==> src/rtl/alu_pkg.sv <==
// Shared ALU definitions: operation encoding, default width, request payload
// and the response-buffer state encoding used by alu_share_arbiter.
package alu_pkg;

  localparam int unsigned WIDTH = 8;

  // Encoding 2'h3 is unused and behaves like OP_MUX (pass operand A).
  typedef enum logic [1:0] {
    OP_ADD = 2'h0,
    OP_SUB = 2'h1,
    OP_MUX = 2'h2
  } operation_e;

  typedef struct packed {
    operation_e       op;
    logic [WIDTH-1:0] a;
    logic [WIDTH-1:0] b;
  } alu_req_t;

  typedef enum logic {
    BUF_EMPTY = 1'b0,
    BUF_FULL  = 1'b1
  } buf_state_e;

endpackage

==> src/rtl/alu_core.sv <==
// Combinational ALU: ADD / SUB / pass-through, unsigned, modulo 2^DATA_WIDTH.
// Ports:
//   op       - operation select
//   a, b     - operands
//   result_c - combinational result
module alu_core
  import alu_pkg::*;
#(
  parameter int unsigned DATA_WIDTH = WIDTH
) (
  input  operation_e            op,
  input  logic [DATA_WIDTH-1:0] a,
  input  logic [DATA_WIDTH-1:0] b,
  output logic [DATA_WIDTH-1:0] result_c
);

  // Carry and borrow are dropped by the fixed-width assignment.
  always_comb begin
    result_c = a;
    case (op)
      OP_ADD:  result_c = a + b;
      OP_SUB:  result_c = a - b;
      default: result_c = a;
    endcase
  end

endmodule

==> src/rtl/alu_share_arbiter.sv <==
// Shares one ALU between NUM_REQ requesters with round-robin arbitration and
// a single-entry registered response buffer.
// Ports:
//   clk_i, rst_ni              - clock, async active-low reset
//   req_valid_i / req_ready_o  - per-requester handshake (ready one-hot or zero)
//   req_op_i, req_a_i, req_b_i - per-requester operation and operands
//   rsp_valid_o / rsp_ready_i  - response handshake
//   rsp_id_o, rsp_data_o       - winning requester index and result
//   busy_o                     - response pending or any request valid
module alu_share_arbiter
  import alu_pkg::*;
#(
  parameter int unsigned NUM_REQ    = 4,
  parameter int unsigned DATA_WIDTH = WIDTH,
  parameter int unsigned ID_W       = $clog2(NUM_REQ)
) (
  input  logic                                clk_i,
  input  logic                                rst_ni,
  input  logic [NUM_REQ-1:0]                  req_valid_i,
  output logic [NUM_REQ-1:0]                  req_ready_o,
  input  operation_e [NUM_REQ-1:0]            req_op_i,
  input  logic [NUM_REQ-1:0][DATA_WIDTH-1:0]  req_a_i,
  input  logic [NUM_REQ-1:0][DATA_WIDTH-1:0]  req_b_i,
  output logic                                rsp_valid_o,
  input  logic                                rsp_ready_i,
  output logic [ID_W-1:0]                     rsp_id_o,
  output logic [DATA_WIDTH-1:0]               rsp_data_o,
  output logic                                busy_o
);

  buf_state_e            state_q, state_d;
  logic [ID_W-1:0]       rr_q, rr_next;
  logic [ID_W-1:0]       grant_idx;
  logic                  grant_found;
  logic                  can_accept;
  logic                  grant;
  logic [ID_W-1:0]       rsp_id_q;
  logic [DATA_WIDTH-1:0] rsp_data_q;
  logic [DATA_WIDTH-1:0] alu_result;

  // Round-robin search: first valid index at or after rr_q, wrapping.
  always_comb begin
    int unsigned cand;
    grant_found = 1'b0;
    grant_idx   = '0;
    cand        = 0;
    for (int unsigned i = 0; i < NUM_REQ; i++) begin
      cand = 32'(rr_q) + i;
      if (cand >= NUM_REQ) cand = cand - NUM_REQ;
      if (!grant_found && req_valid_i[ID_W'(cand)]) begin
        grant_found = 1'b1;
        grant_idx   = ID_W'(cand);
      end
    end
  end

  // A grant needs a free buffer slot, or one being drained this cycle.
  // Ready is also forced low while reset is asserted.
  assign can_accept  = !rsp_valid_o || rsp_ready_i;
  assign grant       = grant_found && can_accept && rst_ni;
  assign req_ready_o = grant ? (NUM_REQ'(1) << grant_idx) : '0;
  assign rr_next     = (grant_idx == ID_W'(NUM_REQ - 1)) ? '0 : grant_idx + ID_W'(1);

  alu_core #(
    .DATA_WIDTH (DATA_WIDTH)
  ) u_alu_core (
    .op       (req_op_i[grant_idx]),
    .a        (req_a_i[grant_idx]),
    .b        (req_b_i[grant_idx]),
    .result_c (alu_result)
  );

  // Response buffer state register.
  always_ff @(posedge clk_i or negedge rst_ni) begin
    if (!rst_ni) state_q <= BUF_EMPTY;
    else         state_q <= state_d;
  end

  // Response buffer next state; a grant while FULL replaces the entry.
  always_comb begin
    state_d = state_q;
    case (state_q)
      BUF_EMPTY: if (grant)                 state_d = BUF_FULL;
      BUF_FULL:  if (rsp_ready_i && !grant) state_d = BUF_EMPTY;
      default:                              state_d = BUF_EMPTY;
    endcase
  end

  // Pointer and response payload only move on a grant.
  always_ff @(posedge clk_i or negedge rst_ni) begin
    if (!rst_ni) begin
      rr_q       <= '0;
      rsp_id_q   <= '0;
      rsp_data_q <= '0;
    end else if (grant) begin
      rr_q       <= rr_next;
      rsp_id_q   <= grant_idx;
      rsp_data_q <= alu_result;
    end
  end

  assign rsp_valid_o = (state_q == BUF_FULL);
  assign rsp_id_o    = rsp_id_q;
  assign rsp_data_o  = rsp_data_q;
  assign busy_o      = rsp_valid_o || (|req_valid_i);

endmodule

==> config.mk <==
export PLATFORM = sky130hd
export DESIGN_NAME = alu_share_arbiter
export DESIGN_NICKNAME = d
export VERILOG_FILES = /design/src/rtl/alu_pkg.sv /design/src/rtl/alu_core.sv /design/src/rtl/alu_share_arbiter.sv
export SDC_FILE = /design/constraint.sdc
export NUM_CORES = 1
export LEC_CHECK = 0
export BUFFER_PORTS_ARGS = -buffer_cell sky130_fd_sc_hd__buf_4
export CAP_MARGIN = 40
export CORE_MARGIN = 2
export CORE_UTILIZATION = 37
export DETAILED_ROUTE_END_ITERATION = 8
export GPL_TIMING_DRIVEN = 0
export PLACE_DENSITY = 0.7
export SYNTH_ARGS = -nofsm -noshare
export SYNTH_HDL_FRONTEND = slang
export SYNTH_HIERARCHICAL = 1
export SYNTH_SLANG_ARGS = --single-unit
==> constraint.sdc <==
create_clock -name clk_i -period 5.63 [get_ports clk_i]
set_input_delay 0.563 -clock clk_i [delete_from_list [all_inputs] [get_ports clk_i]]
set_output_delay 0.563 -clock clk_i [all_outputs]
set_load 0.005 [all_outputs]
=== Word level (Yosys, flattened, before mapping) ===
Cells that the tools add are included.

* $add $sub $neg: 10
* $lt $le $gt $ge: 9
* Equal/unequal tests: 2
* Shifts and indexed selects: 1
* Muxes and demuxes: 32
* Bitwise logic cells: 1
* Reductions and logical operators: 15

{| class="wikitable"
|+ Operators with widths
! kind !! number
|-
| 8-bit binary-select mux with 2-bit select || 2
|-
| 2-bit 2-to-1 mux || 10
|-
| 8-bit 2-to-1 mux || 2
|-
| 8-bit one-hot mux with 2 select lines || 1
|-
| 2-bit by 3-bit < comparator with 1-bit output (second input constant) || 5
|-
| 1-bit 2-to-1 mux || 10
|-
| 3-bit greater-or-equal comparator (second input constant) || 3
|-
| 8-bit adder || 1
|-
| 1-bit binary-select mux with 2-bit select || 4
|-
| 2-bit by 1-bit subtractor with 2-bit output (second input constant) || 4
|-
| 8-bit subtractor || 1
|-
| 2-bit by 2-bit adder with 3-bit output (second input constant) || 2
|-
| 1-bit logical AND || 6
|-
| 1-bit logical NOT || 5
|-
| 2-bit binary-select mux with 2-bit select || 1
|-
| 4-bit 2-to-1 mux || 1
|-
| 4-bit OR reduction || 1
|-
| 1-bit by 2-bit left shift with 4-bit output (first input constant) || 1
|-
| 2-bit by 1-bit adder with 3-bit output (second input constant) || 1
|-
| 2-bit by 3-bit greater-or-equal comparator with 1-bit output (second input constant) || 1
|-
| 2-bit by 1-bit adder with 2-bit output (second input constant) || 1
|-
| 2-bit by 1-bit == test with 1-bit output (second input constant) || 1
|-
| 2-bit == test (second input constant) || 1
|-
| 2-bit logical NOT || 1
|-
| other kinds (3) || 4
|}

* Bits in registers: 13
* Input port bits: 79
* Output and inout bits: 16

=== Logic depth before layout (Yosys ltp) ===
* Depth after elaboration: 20
* Gate-level depth with buffers: 18

=== Modules after synthesis ===
Netlist, hierarchy kept.

{| class="wikitable"
|+ By module, submodules not included
! module !! instances !! cells each !! area an instance (sq um) !! seq. area each (sq um)
|-
| alu_share_arbiter || 1 || 113 || 1204.9 || 325.3
|-
| alu_core || 1 || 68 || 496.7 || 0.0
|}

=== Worst setup path after synthesis ===
Ideal clock, no wire load.

* Path kind: input to register
* Start point: in req_valid_i[0]
* End point: reg rsp_data_q[7], in the netlist rsp_data_o[7]
* Setup time: 0.125 ns
* Arrival time: 3.548 ns
* Slack: 1.957 ns
* Cell stages on the path: 17
* Buffers on the path: 1
* Path through: nand2_1 -> a21oi_1 -> a211oi_2 -> buf_4 -> mux2i_1 -> inv_1 -> ha_1 -> a31oi_1 -> xnor2_1 -> ha_1 -> a21o_1 -> a31o_2 -> a21oi_2 -> xnor2_1 -> nor2_1 -> xor2_1 -> mux2_2

* Longest elaborated chain between the ends: 16
* Elaborated cells on any way between the ends: 35
* Those cells by class: add/sub (2); eq/ne (1); mux (23); reduce/logical (9)

{| class="wikitable"
|+ RTL lines
! element !! RTL line !! text
|-
| start: declaration || alu_share_arbiter.sv:19 || <nowiki>input logic [NUM_REQ-1:0] req_valid_i,</nowiki>
|-
| 1-bit binary-select mux with 2-bit select || alu_share_arbiter.sv:50 || <nowiki>if (!grant_found && req_valid_i[ID_W'(cand)]) begin</nowiki>
|-
| 1-bit 2-to-1 mux (not written as such) || alu_share_arbiter.sv:50 ||
|-
| 1-bit 2-to-1 mux || alu_share_arbiter.sv:50 ||
|-
| 1-bit logical NOT || alu_share_arbiter.sv:50 ||
|-
| 1-bit logical AND || alu_share_arbiter.sv:50 ||
|-
| 1-bit 2-to-1 mux || alu_share_arbiter.sv:50 ||
|-
| 1-bit logical NOT || alu_share_arbiter.sv:50 ||
|-
| 1-bit logical AND || alu_share_arbiter.sv:50 ||
|-
| 1-bit 2-to-1 mux || alu_share_arbiter.sv:50 ||
|-
| 1-bit logical NOT || alu_share_arbiter.sv:50 ||
|-
| 1-bit logical AND || alu_share_arbiter.sv:50 ||
|-
| 2-bit 2-to-1 mux (*) || alu_share_arbiter.sv:50 ||
|-
| 8-bit binary-select mux with 2-bit select (tied with other cells) || alu_share_arbiter.sv:68 || <nowiki>.a (req_a_i[grant_idx]),</nowiki>
|-
| 8-bit 2-to-1 mux (not written as such) (tied with other cells) || alu_share_arbiter.sv:68 ||
|-
| 8-bit subtractor (tied with other cells) || alu_core.sv:22 || <nowiki>OP_SUB: result_c = a - b;</nowiki>
|-
| 8-bit one-hot mux with 2 select lines (*) || alu_core.sv:20 || <nowiki>case (op)</nowiki>
|-
| net alu_result[7] || alu_share_arbiter.sv:39 || <nowiki>logic [DATA_WIDTH-1:0] alu_result;</nowiki>
|-
| end signal: assignment || alu_share_arbiter.sv:98 || <nowiki>rsp_data_q <= alu_result;</nowiki>
|-
| end: declaration || alu_share_arbiter.sv:38 || <nowiki>logic [DATA_WIDTH-1:0] rsp_data_q;</nowiki>
|}

The timed path passes the listed nets; every way through them passes the cells marked *. The select of a mux whose other input is x is not followed.
A chain may end at the register's enable or synchronous reset.

=== Worst setup path after layout ===
* Start point: reg rr_q[1]
* End point: reg rsp_data_q[7], in the netlist rsp_data_o[7]

* Longest elaborated chain between the ends: 18
* Elaborated cells on any way between the ends: 50
* Those cells by class: add/sub (9); order compare (4); eq/ne (1); mux (27); reduce/logical (9)

{| class="wikitable"
|+ RTL lines
! element !! RTL line !! text
|-
| start: declaration || alu_share_arbiter.sv:32 || <nowiki>logic [ID_W-1:0] rr_q, rr_next;</nowiki>
|-
| start signal: assignment || alu_share_arbiter.sv:96 || <nowiki>rr_q <= rr_next;</nowiki>
|-
| branches (longest 13 deep; another with 2-bit by 1-bit adder with 3-bit output) || - ||
|-
| 2-bit 2-to-1 mux (*) || alu_share_arbiter.sv:50 ||
|-
| 8-bit binary-select mux with 2-bit select (tied with other cells) || alu_share_arbiter.sv:68 ||
|-
| 8-bit 2-to-1 mux (not written as such) (tied with other cells) || alu_share_arbiter.sv:68 ||
|-
| 8-bit subtractor (tied with other cells) || alu_core.sv:22 ||
|-
| 8-bit one-hot mux with 2 select lines (*) || alu_core.sv:20 ||
|-
| net alu_result[7] || alu_share_arbiter.sv:39 ||
|}

Mark *: on every way through the listed nets, which the timed path passes. The select of a mux whose other input is x is not followed.

==> metrics.cfg <==
[logic_synthesis]
synth_edf_count=0
synth_cells=181
synthArstFlopShare=1.00
dominantRegCellSynth=dfrtp_1
ys_top_cells_by_count=mux2i_1 (57), dfrtp_1 (13), inv_1 (13), xnor2_1 (10), nand2_1 (9)
synth.distinct_cells=34
avgSynthCellArea_um2=9.40
yosys-top-cells-area=mux2i_1 (34%), dfrtp_1 (19%), ha_1 (5.9%), mux2_2 (5.3%), xnor2_1 (5.1%)
synth_nets=269
synth_top_area_cell=mux2i_1
syn_area_um2=1700
synth_top_cell_area_share=0.335
yosys_warnings=6
ys_seq_area_frac=0.191
synth_most_common_cell=mux2i_1
synth-seq-cells=13

[timing]
rsz0062_at_grt=no
slew_headroom=0.599
clock-skew-final_ps=1.40
max_clock_freq_mhz=244
tns_ps=0
period_minus_slack_ps=4100
report.final.hold_viol_count=0
tightest_slew_ps=584
setup_ws_ps=1530
final-setup-viol-count=0
final_max_slew_viol_count=0
finalCritPeriodShare=0.727

[clock_network]
post_cts_buffers=0
cts.path.max_buffers=2
cts_buffers=3
cts_tree=yes
clk_latency_ps=240
htreeDepth=1
cts_resized=0
ctsHoldBuffers=0
clock_sinks=13
cts_root_buf=clkbuf_8
clkTransAtPathRegs_ps=50

[power]
max-vdd-ir-drop_mv=0.177
p_leak_nw=1.35
p_per_area_nw_per_um2=441

[routing]
ant_nets=0
viasPerCell=5.13
route.detailed.drc=0
routed_wl_um=4580
drt_first_pass_iters=5
dr_total_vias=1699
routedWlPerCell_um=13.8
first_iter_violations=70

[flow_run]
max_cap_violations=0

[status]
outcome=finished clean

[floorplan]
die_w_um=71.8
num_io_pins=95
coreArea_um2=4380
fp.dieH_um=71.8
num_rows=24
initial_utilization=0.388
die_area_um2=5160

[global_route]
grt_pass1_vias=1714
grt.total_usage=0.185
grt_max_degree=15
grt_overflow=0
grt_pass1_wl_um=7650
antenna_found_initial=0

[final_layout]
fillCellCount=433
nNetsFinal=368
seq_area_um2=325
finish.utilization=0.574
area_growth_syn_to_layout_pct=47.9
multi_input_area_um2=1270
diodes=0
drive_gt1_frac=0.437

[placed_design]
pre_cts_slack_ps=1320
port_buffers=94
place_congestion=0.765
dp_hpwl_um=3860

[setup_path]
critPathLaunchType=flop
criticalPathCategory=flop to flop
end_kind=flop
arrival_ps=4220
cp_max_fo=10
crit_required_ps=5760

[worst_hold_path]
min-delay-path-class=primary input to asynchronous set/reset pin

## critical path: stages, from the launching register on
cell and delay, ps:
dfrtp_1 440, nand2_1 110, a21oi_1 80, a211oi_2 360, buf_4 290, mux2i_1 550, nor2b_1 240, a31oi_1 220
xnor2_1 150, ha_1 280, a21o_1 210, a31o_2 250, a21oi_2 150, xnor2_1 130, nor2_1 60, xor2_1 180
mux2_2 270
## per-stage QoR
step                      power [mW]  cells  area (µm²)  hold WS, ps
after floorplan                0.801    181        1700          267
after global placement          1.01    327        2470          422
after detailed placement        1.03    327        2470          421
after CTS                       1.12    331        2520          163
after global routing            1.22    331        2520          163
final                           1.11    331        2520          160
## final cells by class
cell class,count,area share
buffer,8,0.0229
clock buffer,4,0.0179
inverter,13,0.0194
multi-input combinational,147,0.504
sequential,13,0.129
tap,52,0.0258
timing repair buffer,94,0.280
## metal layers
metal / share of wire / wire (µm) / global-route usage / vias to the layer above
met5: 0 / 0 / 0 / -
met3: 0.064 / 292 / 0.0422 / 4
met2: 0.53 / 2410 / 0.351 / 55
li1: - / - / - / 849
met1: 0.40 / 1850 / 0.218 / 791
met4: 0.0055 / 25 / 0.0210 / 0
## placed cells by master (no fill, tap or decap), drive strengths merged
master,Yosys,routed
a21o,3,3
dfrtp,13,13
a31o,1,1
nor2,7,7
nor2b,1,1
a2bb2oi,1,1
clkbuf,1,5
a211oi,1,1
fa,1,1
nand2b,1,1
o21bai,1,1
o21a,1,1
nor3,2,2
a21oi,10,10
xor2,4,4
mux2i,57,57
nand2,10,10
nor3b,2,2
mux2,9,9
ha,8,8
o21ai,8,8
a31oi,4,4
xnor2,10,10
and4,1,1
nand3b,2,2
and3,1,1
or4,1,1
inv,13,13
buf,7,101
## registers in the layout (all words and copies together), names as in the netlist
register	count
rr_q	2
rsp_valid_o	1
rsp_data_o	8
rsp_id_o	2
## final timing paths
path	from	endpoint	slack, ps	cells past startpoint
min in group clk_i	rsp_ready_i	rsp_valid_o	500	2
worst max-delay path	rr_q[1]	rsp_data_o[7]	1530	16
max in group asynchronous	rst_ni	rsp_data_o[5]	5300	1
worst min register to register	rsp_data_o[0]	rsp_data_o[0]	510	1
worst max register to register	rr_q[1]	rsp_data_o[7]	1530	16
worst min-delay path	rst_ni	rsp_valid_o	160	1
## where the power goes
group	total [mW]	switching, mW	internal, mW
Combinational	0.866	0.422	0.445
Sequential	0.161	0.0262	0.134
Clock	0.0833	0.0333	0.0500
Total	1.11	0.481	0.629
## kinds of logic after synthesis
group                      Yosys count  synth area share
buffers and inverters               21            0.0625
and+or+nand+nor                     28            0.0912
AOI/OAI and AO/OA                   30             0.115
adders and majority gates            9            0.0706
xor gates and xnor gates            14            0.0721
muxes                               66             0.397
DFF                                 13             0.191
(Power assumes the default switching activity.)
